## config.mk

```make
export PLATFORM = sky130hd
export DESIGN_NAME = dcache
export DESIGN_NICKNAME = d
export VERILOG_FILES = /design/src/rtl/dcache_pkg.sv /design/src/rtl/dcache_array.sv /design/src/rtl/dcache.sv
export SDC_FILE = /design/constraint.sdc
export NUM_CORES = 2
export LEC_CHECK = 0
export CORE_UTILIZATION = 54
export CTS_CLUSTER_SIZE = 25
export DETAILED_ROUTE_END_ITERATION = 16
export PLACE_DENSITY = 0.75
export SETUP_SLACK_MARGIN = 0.3
export SYNTH_ARGS = -nofsm -noshare
export SYNTH_HDL_FRONTEND = slang
export SYNTH_SLANG_ARGS = --single-unit
```

## constraint.sdc

```tcl
create_clock -name clk -period 6.2 [get_ports clk]
set_input_delay 0.93 -clock clk [delete_from_list [all_inputs] [get_ports clk]]
set_output_delay 0.93 -clock clk [all_outputs]
set_load 0.01 [all_outputs]
```

## src/rtl/dcache_pkg.sv

```systemverilog
// Shared types and helpers for the direct-mapped write-through data cache.
package dcache_pkg;

  // Default geometry: 64-bit words, 16 lines of one doubleword each.
  localparam int N_DEF   = 64;
  localparam int IDX_DEF = 4;
  localparam int LINES   = 2 ** IDX_DEF;
  localparam int TAGW    = N_DEF - IDX_DEF - 3;

  typedef enum logic [1:0] {
    S_IDLE  = 2'd0,
    S_FILL  = 2'd1,
    S_WRITE = 2'd2,
    S_WDONE = 2'd3
  } dcache_state_t;

  // Index and tag are returned right-aligned in 64-bit fields so the
  // helper works for any index width; callers keep the low bits they need.
  typedef struct packed {
    logic [63:0] tag;
    logic [63:0] index;
  } addr_split_t;

  // Byte offset is bits [2:0]; index sits above it, tag above the index.
  function automatic addr_split_t split_addr(input logic [63:0] addr, input int idx_bits);
    addr_split_t s;
    s.index = (addr >> 3) & ((64'd1 << idx_bits) - 64'd1);
    s.tag   = addr >> (idx_bits + 3);
    return s;
  endfunction

endpackage

```

## src/rtl/dcache_array.sv

```systemverilog
// Valid/tag/data storage for the cache: combinational read, one write port.
module dcache_array
  import dcache_pkg::*;
#(
  parameter int N   = N_DEF,
  parameter int IDX = IDX_DEF,
  parameter int TW  = N - IDX - 3
) (
  input  logic           clk,
  input  logic           reset,
  input  logic [IDX-1:0] rd_index,
  output logic           rd_valid,
  output logic [TW-1:0]  rd_tag,
  output logic [N-1:0]   rd_data,
  input  logic           fill_en,
  input  logic           upd_en,
  input  logic [IDX-1:0] wr_index,
  input  logic [TW-1:0]  wr_tag,
  input  logic [N-1:0]   wr_data
);

  localparam int L = 2 ** IDX;

  logic [L-1:0]  valid_reg;
  logic [TW-1:0] tag_mem  [L];
  logic [N-1:0]  data_mem [L];

  // Valid bits: cleared together on reset, set one at a time by a fill.
  generate
    for (genvar gi = 0; gi < L; gi++) begin : g_valid
      // Per-line valid flag.
      always_ff @(posedge clk or negedge reset) begin
        if (!reset) begin
          valid_reg[gi] <= 1'b0;
        end else if (fill_en && (wr_index == IDX'(gi))) begin
          valid_reg[gi] <= 1'b1;
        end
      end
    end
  endgenerate

  // Tag is only replaced when a whole line is filled.
  always_ff @(posedge clk) begin
    if (fill_en) begin
      tag_mem[wr_index] <= wr_tag;
    end
  end

  // Data is written both on a fill and on a store that hits.
  always_ff @(posedge clk) begin
    if (fill_en || upd_en) begin
      data_mem[wr_index] <= wr_data;
    end
  end

  assign rd_valid = valid_reg[rd_index];
  assign rd_tag   = tag_mem[rd_index];
  assign rd_data  = data_mem[rd_index];

endmodule

```

## src/rtl/dcache.sv

```systemverilog
// Direct-mapped, write-through, no-write-allocate data cache with a
// req/ack backing-memory port. Read hits never stall; misses and stores do.
module dcache
  import dcache_pkg::*;
#(
  parameter int N   = N_DEF,
  parameter int IDX = IDX_DEF
) (
  input  logic         clk,
  input  logic         reset,
  input  logic [N-1:0] DM_addr,
  input  logic [N-1:0] DM_writeData,
  input  logic         DM_readEnable,
  input  logic         DM_writeEnable,
  output logic [N-1:0] DM_readData,
  output logic         mem_stall,
  output logic         mem_req,
  output logic         mem_we,
  output logic [N-1:0] mem_addr,
  output logic [N-1:0] mem_wdata,
  input  logic         mem_ack,
  input  logic [N-1:0] mem_rdata
);

  localparam int TW = N - IDX - 3;

  dcache_state_t  state_reg, state_next;
  addr_split_t    split;
  logic [IDX-1:0] index;
  logic [TW-1:0]  tag;
  logic           rd_valid;
  logic [TW-1:0]  rd_tag;
  logic [N-1:0]   rd_data;
  logic           hit;
  logic           fill_en, upd_en;
  logic [N-1:0]   wr_data;
  logic           issue, issue_we, req_done;
  logic           unused_bits;

  assign split = split_addr(64'(DM_addr), IDX);
  assign index = split.index[IDX-1:0];
  assign tag   = split.tag[TW-1:0];
  assign unused_bits = ^{split.index[63:IDX], split.tag[63:TW]};

  dcache_array #(.N(N), .IDX(IDX), .TW(TW)) u_array (
    .clk      (clk),
    .reset    (reset),
    .rd_index (index),
    .rd_valid (rd_valid),
    .rd_tag   (rd_tag),
    .rd_data  (rd_data),
    .fill_en  (fill_en),
    .upd_en   (upd_en),
    .wr_index (index),
    .wr_tag   (tag),
    .wr_data  (wr_data)
  );

  assign hit = rd_valid && (rd_tag == tag);

  // State register.
  always_ff @(posedge clk or negedge reset) begin
    if (!reset) begin
      state_reg <= S_IDLE;
    end else begin
      state_reg <= state_next;
    end
  end

  // Next state, stall, array write enables and request launch/retire.
  always_comb begin
    state_next  = state_reg;
    mem_stall   = 1'b0;
    DM_readData = rd_data;
    fill_en     = 1'b0;
    upd_en      = 1'b0;
    wr_data     = mem_rdata;
    issue       = 1'b0;
    issue_we    = 1'b0;
    req_done    = 1'b0;
    case (state_reg)
      S_IDLE: begin
        // A store wins over a load when both enables are high.
        if (DM_writeEnable) begin
          mem_stall  = 1'b1;
          issue      = 1'b1;
          issue_we   = 1'b1;
          state_next = S_WRITE;
        end else if (DM_readEnable && !hit) begin
          mem_stall  = 1'b1;
          issue      = 1'b1;
          state_next = S_FILL;
        end
      end
      S_FILL: begin
        mem_stall = 1'b1;
        if (mem_ack) begin
          fill_en    = 1'b1;
          req_done   = 1'b1;
          state_next = S_IDLE;
        end
      end
      S_WRITE: begin
        mem_stall = 1'b1;
        wr_data   = mem_wdata;
        if (mem_ack) begin
          // No write-allocate: only a line that already holds the address is updated.
          upd_en     = hit;
          req_done   = 1'b1;
          state_next = S_WDONE;
        end
      end
      S_WDONE: begin
        // One release cycle so the held store retires before the next access.
        state_next = S_IDLE;
      end
      default: begin
        state_next = S_IDLE;
      end
    endcase
    // While reset is asserted the pipeline must not be frozen.
    if (!reset) begin
      mem_stall   = 1'b0;
      DM_readData = '0;
    end
  end

  // Backing-memory request registers: loaded on launch, held until ack.
  always_ff @(posedge clk or negedge reset) begin
    if (!reset) begin
      mem_req   <= 1'b0;
      mem_we    <= 1'b0;
      mem_addr  <= '0;
      mem_wdata <= '0;
    end else if (issue) begin
      mem_req  <= 1'b1;
      mem_we   <= issue_we;
      mem_addr <= {DM_addr[N-1:3], 3'b000};
      if (issue_we) begin
        mem_wdata <= DM_writeData;
      end
    end else if (req_done) begin
      mem_req <= 1'b0;
    end
  end

endmodule

```

==> run_results.csv <==
group,metric,value,unit
logic_synthesis,synth.ff_latch_count,2081,
drt,route.detailed.drc,0,
timing,worst_pin_slew,1.08,ns
drt,wirelength,203000,µm
critical_path,startpoint_type,"primary input",
cells_and_area,n_fill_cell,9510,
cts,cts.sinks,2081,
logic_synthesis,ys_types,72,
hold_path,hold_path_class,"reg2reg",
drt,ant_nets,0,
drt,vias,41500,
power,vdd_drop_max,0.348,mV
logic_synthesis,syn_inst,3677,
timing,finalCriticalPeriod,5.82,ns
die,initial_core_util,54.3,%
job,maxCapViolations,0,
cells_and_area,largestRegisters,"u_array.data_mem (1024), u_array.tag_mem (912), mem_wdata (64)",
timing,finalSetupViolations,0,
cells_and_area,area_delta_synth_final,19.3,%
critical_path,worstPathRequired,5.27,ns
power,p_int,0.0258,W
outcome,outcome,"finished clean",
drt,drtPass1Iterations,5,
critical_path,crit_type,"in2out",
timing,setup_slack,0.380,ns
die,rows,142,
logic_synthesis,synth_top_cells_by_area,"edfxtp_1, mux4_2, dfrtp_1",
critical_path,crit_path_end_kind,"output pin",
logic_synthesis,synth_area_leader_cell,"edfxtp_1",
timing,rsz0062_at_grt,"yes",
power,seq_power_share,50.0,%
critical_path,crit_start,"DM_addr[3]",
power,power_frac_comb,14.3,%
global_route,grt_use_total,26.7,%
cells_and_area,final_cells,6551,
die,io_pins,392,
cts,cts_tree,"yes",
logic_synthesis,synthTopCellsByCount,"edfxtp_1, mux4_2, mux2_2",
critical_path,r2r_start,"u_array.tag_mem[7][55]",
logic_synthesis,synth-edff-count,1936,
placement,port_buffers,385,
global_route,grt_pass1_wl,292000,µm
power,clkPwrFrac,35.7,%
die,die_h,390,µm
placement,dp_slack,-0.328,ns
logic_synthesis,seq_area_frac_synth,75.9,%
critical_path,critPathArrivalTime,4.89,ns
cts,root_buffer,"clkbuf_16",
die,die_area,0.152,mm²
cells_and_area,drive_gt1_share,29.4,%
cts,htreeDepth,4,
drt,drt_iter0_drc,4792,
cts,cts_buffers,200,
die,die_x,390,µm
global_route,antenna_found_initial,7,
power,p_leak,31.9,nW
global_route,grt_max_degree,167,
cells_and_area,regMostFlops,"u_array.data_mem",
logic_synthesis,yosysTopAreaCellShare,71.4,%
hold_path,hold_path.startpoint,"u_array.valid_reg[8]",
logic_synthesis,synth_ff_type,"edfxtp_1",
cts,clockBufferDepth,3,
power,p_per_area,352,mW/mm²
drt,avgViaCountPerCell,6.33,
timing,finalHoldViolations,0,
logic_synthesis,synth_most_common_cell,"edfxtp_1",
timing,slew_headroom,28.0,%
logic_synthesis,avgSynthCellArea,22.1,µm²
timing,post-route-period-util,93.9,%
power,p_sw_share,24.3,%
cts,cts_setup_buffers,0,
timing,fmax,172,MHz
logic_synthesis,synth.cell_area,0.0814,mm²
power,switchingPower,0.00829,W
timing,finalClockSkew,0.0625,ns
placement,place_congestion,0.915,
cells_and_area,largest_reg_flops,1024,
global_route,grt_pass1_vias,42400,
critical_path,worstPathMaxFanout,22,
cells_and_area,final_nets,4559,
logic_synthesis,async_reset_ff_share,6.97,%
placement,place_inst,6169,
die,coreArea,0.150,mm²
logic_synthesis,ys.warnings.count,0,
global_route,grt_overflow,0,
placement,dp_hpwl,117000,µm
cts,insertion_delay,0.85,ns
cts,clk_pin_slew,0.06,ns
timing,drv_slew,0,
drt,wire_per_inst,30.9,µm
==> per-layer routing <==
layer / track usage (%) / part of all wire [%] / up-vias
met3: 5.15 / 9.5 / 353
met5: 0 / 0.013 / -
met4: 8.77 / 3.0 / 4
met1: 36.1 / 38 / 21900
li1: - / - / 16700
met2: 44.1 / 50 / 2492
==> stage by stage <==
stage	setup TNS [ns]	hold WS [ns]	util (%)	instance area (µm²)	power (W)
floorplan	-2.32	0.432	-	81500	0.0197
global placement	-0.283	0.446	60.3	90300	0.0220
detailed placement	-0.328	0.446	60.3	90300	0.0221
CTS	0	0.468	64.8	97000	0.0342
global route	0	0.488	64.8	97100	0.0351
finish	0	0.471	64.8	97100	0.0341
==> final cells by class <==
cell class	count	area (µm²)	area share, %
flip-flops and latches	2081	61800	63.6
multi-input cells	1373	18900	19.4
repair buffers	667	7180	7.39
clock buffers	275	5480	5.65
well taps	2016	2520	2.60
clock inverters	102	1120	1.15
inverters	34	135	0.139
diodes	3	7.51	0.00773
==> placed cells by master, fill, tap and decap left out, types with 16 or more instances in the layout <==
master,Yosys,final
a21oi_1,20,19
a22oi_1,32,31
and2_1,70,70
buf_12,0,87
buf_4,18,188
bufinv_16,0,16
clkbuf_1,96,59
clkbuf_16,0,204
clkdlybuf4s50_1,0,380
clkinv_1,0,27
clkinv_2,0,38
dfrtp_1,145,145
edfxtp_1,1936,1936
inv_1,33,32
mux2_1,16,16
mux2_2,181,181
mux2i_1,167,166
mux4_2,500,500
nand2_1,52,51
nor2_1,58,25
nor2_4,0,32
o21ai_0,19,19
or2_2,18,18
xnor2_1,43,43
xor2_1,19,19
==> power groups by stage <==
stage	registers, W	clock network [W]	logic (W)
2_1_floorplan	0.0175	0	0.00226
3_3_place_gp	0.0173	0	0.00470
3_5_place_dp	0.0173	0	0.00481
4_1_cts	0.0171	0.0123	0.00487
5_1_grt	0.0171	0.0128	0.00513
6_report	0.0171	0.0122	0.00487
==> worst max-delay path, cell delays in order <==
cell and delay (ns):
buf_16 0.22, buf_16 0.22, buf_12 0.18, mux4_2 0.52
a221oi_2 0.48, buf_4 0.25, xor2_1 0.09, nand3_1 0.23
nor3_2 0.10, buf_4 0.16, a31oi_4 0.28, o21ai_4 0.09
a21oi_2 0.44, clkdlybuf4s50_1 0.64
==> repair_timing <==
action / CTS / global route
pin swaps: 0 / 3
resized for setup: 14 / 10
endpoints found under the setup margin: 1 / 5
hold buffers: 1 / 0
cloned: 0 / 1
hold endpoints to repair: 13 / 0
==> final timing paths <==
kind | slack [ns] | depth (start not counted) | end
worst max-delay path | 0.38 | 14 | mem_stall
worst min-delay path | 0.47 | 1 | u_array.valid_reg[8]
worst max register to register | 1.35 | 12 | u_array.data_mem[13][14]
worst min register to register | 0.47 | 1 | u_array.valid_reg[8]
max in group asynchronous | 4.48 | 3 | mem_wdata[10]
min in group asynchronous | 0.61 | 2 | mem_addr[49]
==> cells by family (layout without fill, tap and decap cells) <==
family	count (synthesis)	count (layout)	share of synthesized area [%]
other	1	6	0.00461
muxes	866	866	18.7
buffers and inverters	225	1078	1.35
DFF	2081	2081	75.9
adders and majority gates	5	5	0.0769
xor gates and xnor gates	62	62	0.667
AOI/OAI and AO/OA	187	187	1.74
and+or+nand+nor	250	250	1.58
No activity file was read; power rests on OpenSTA's default activity.
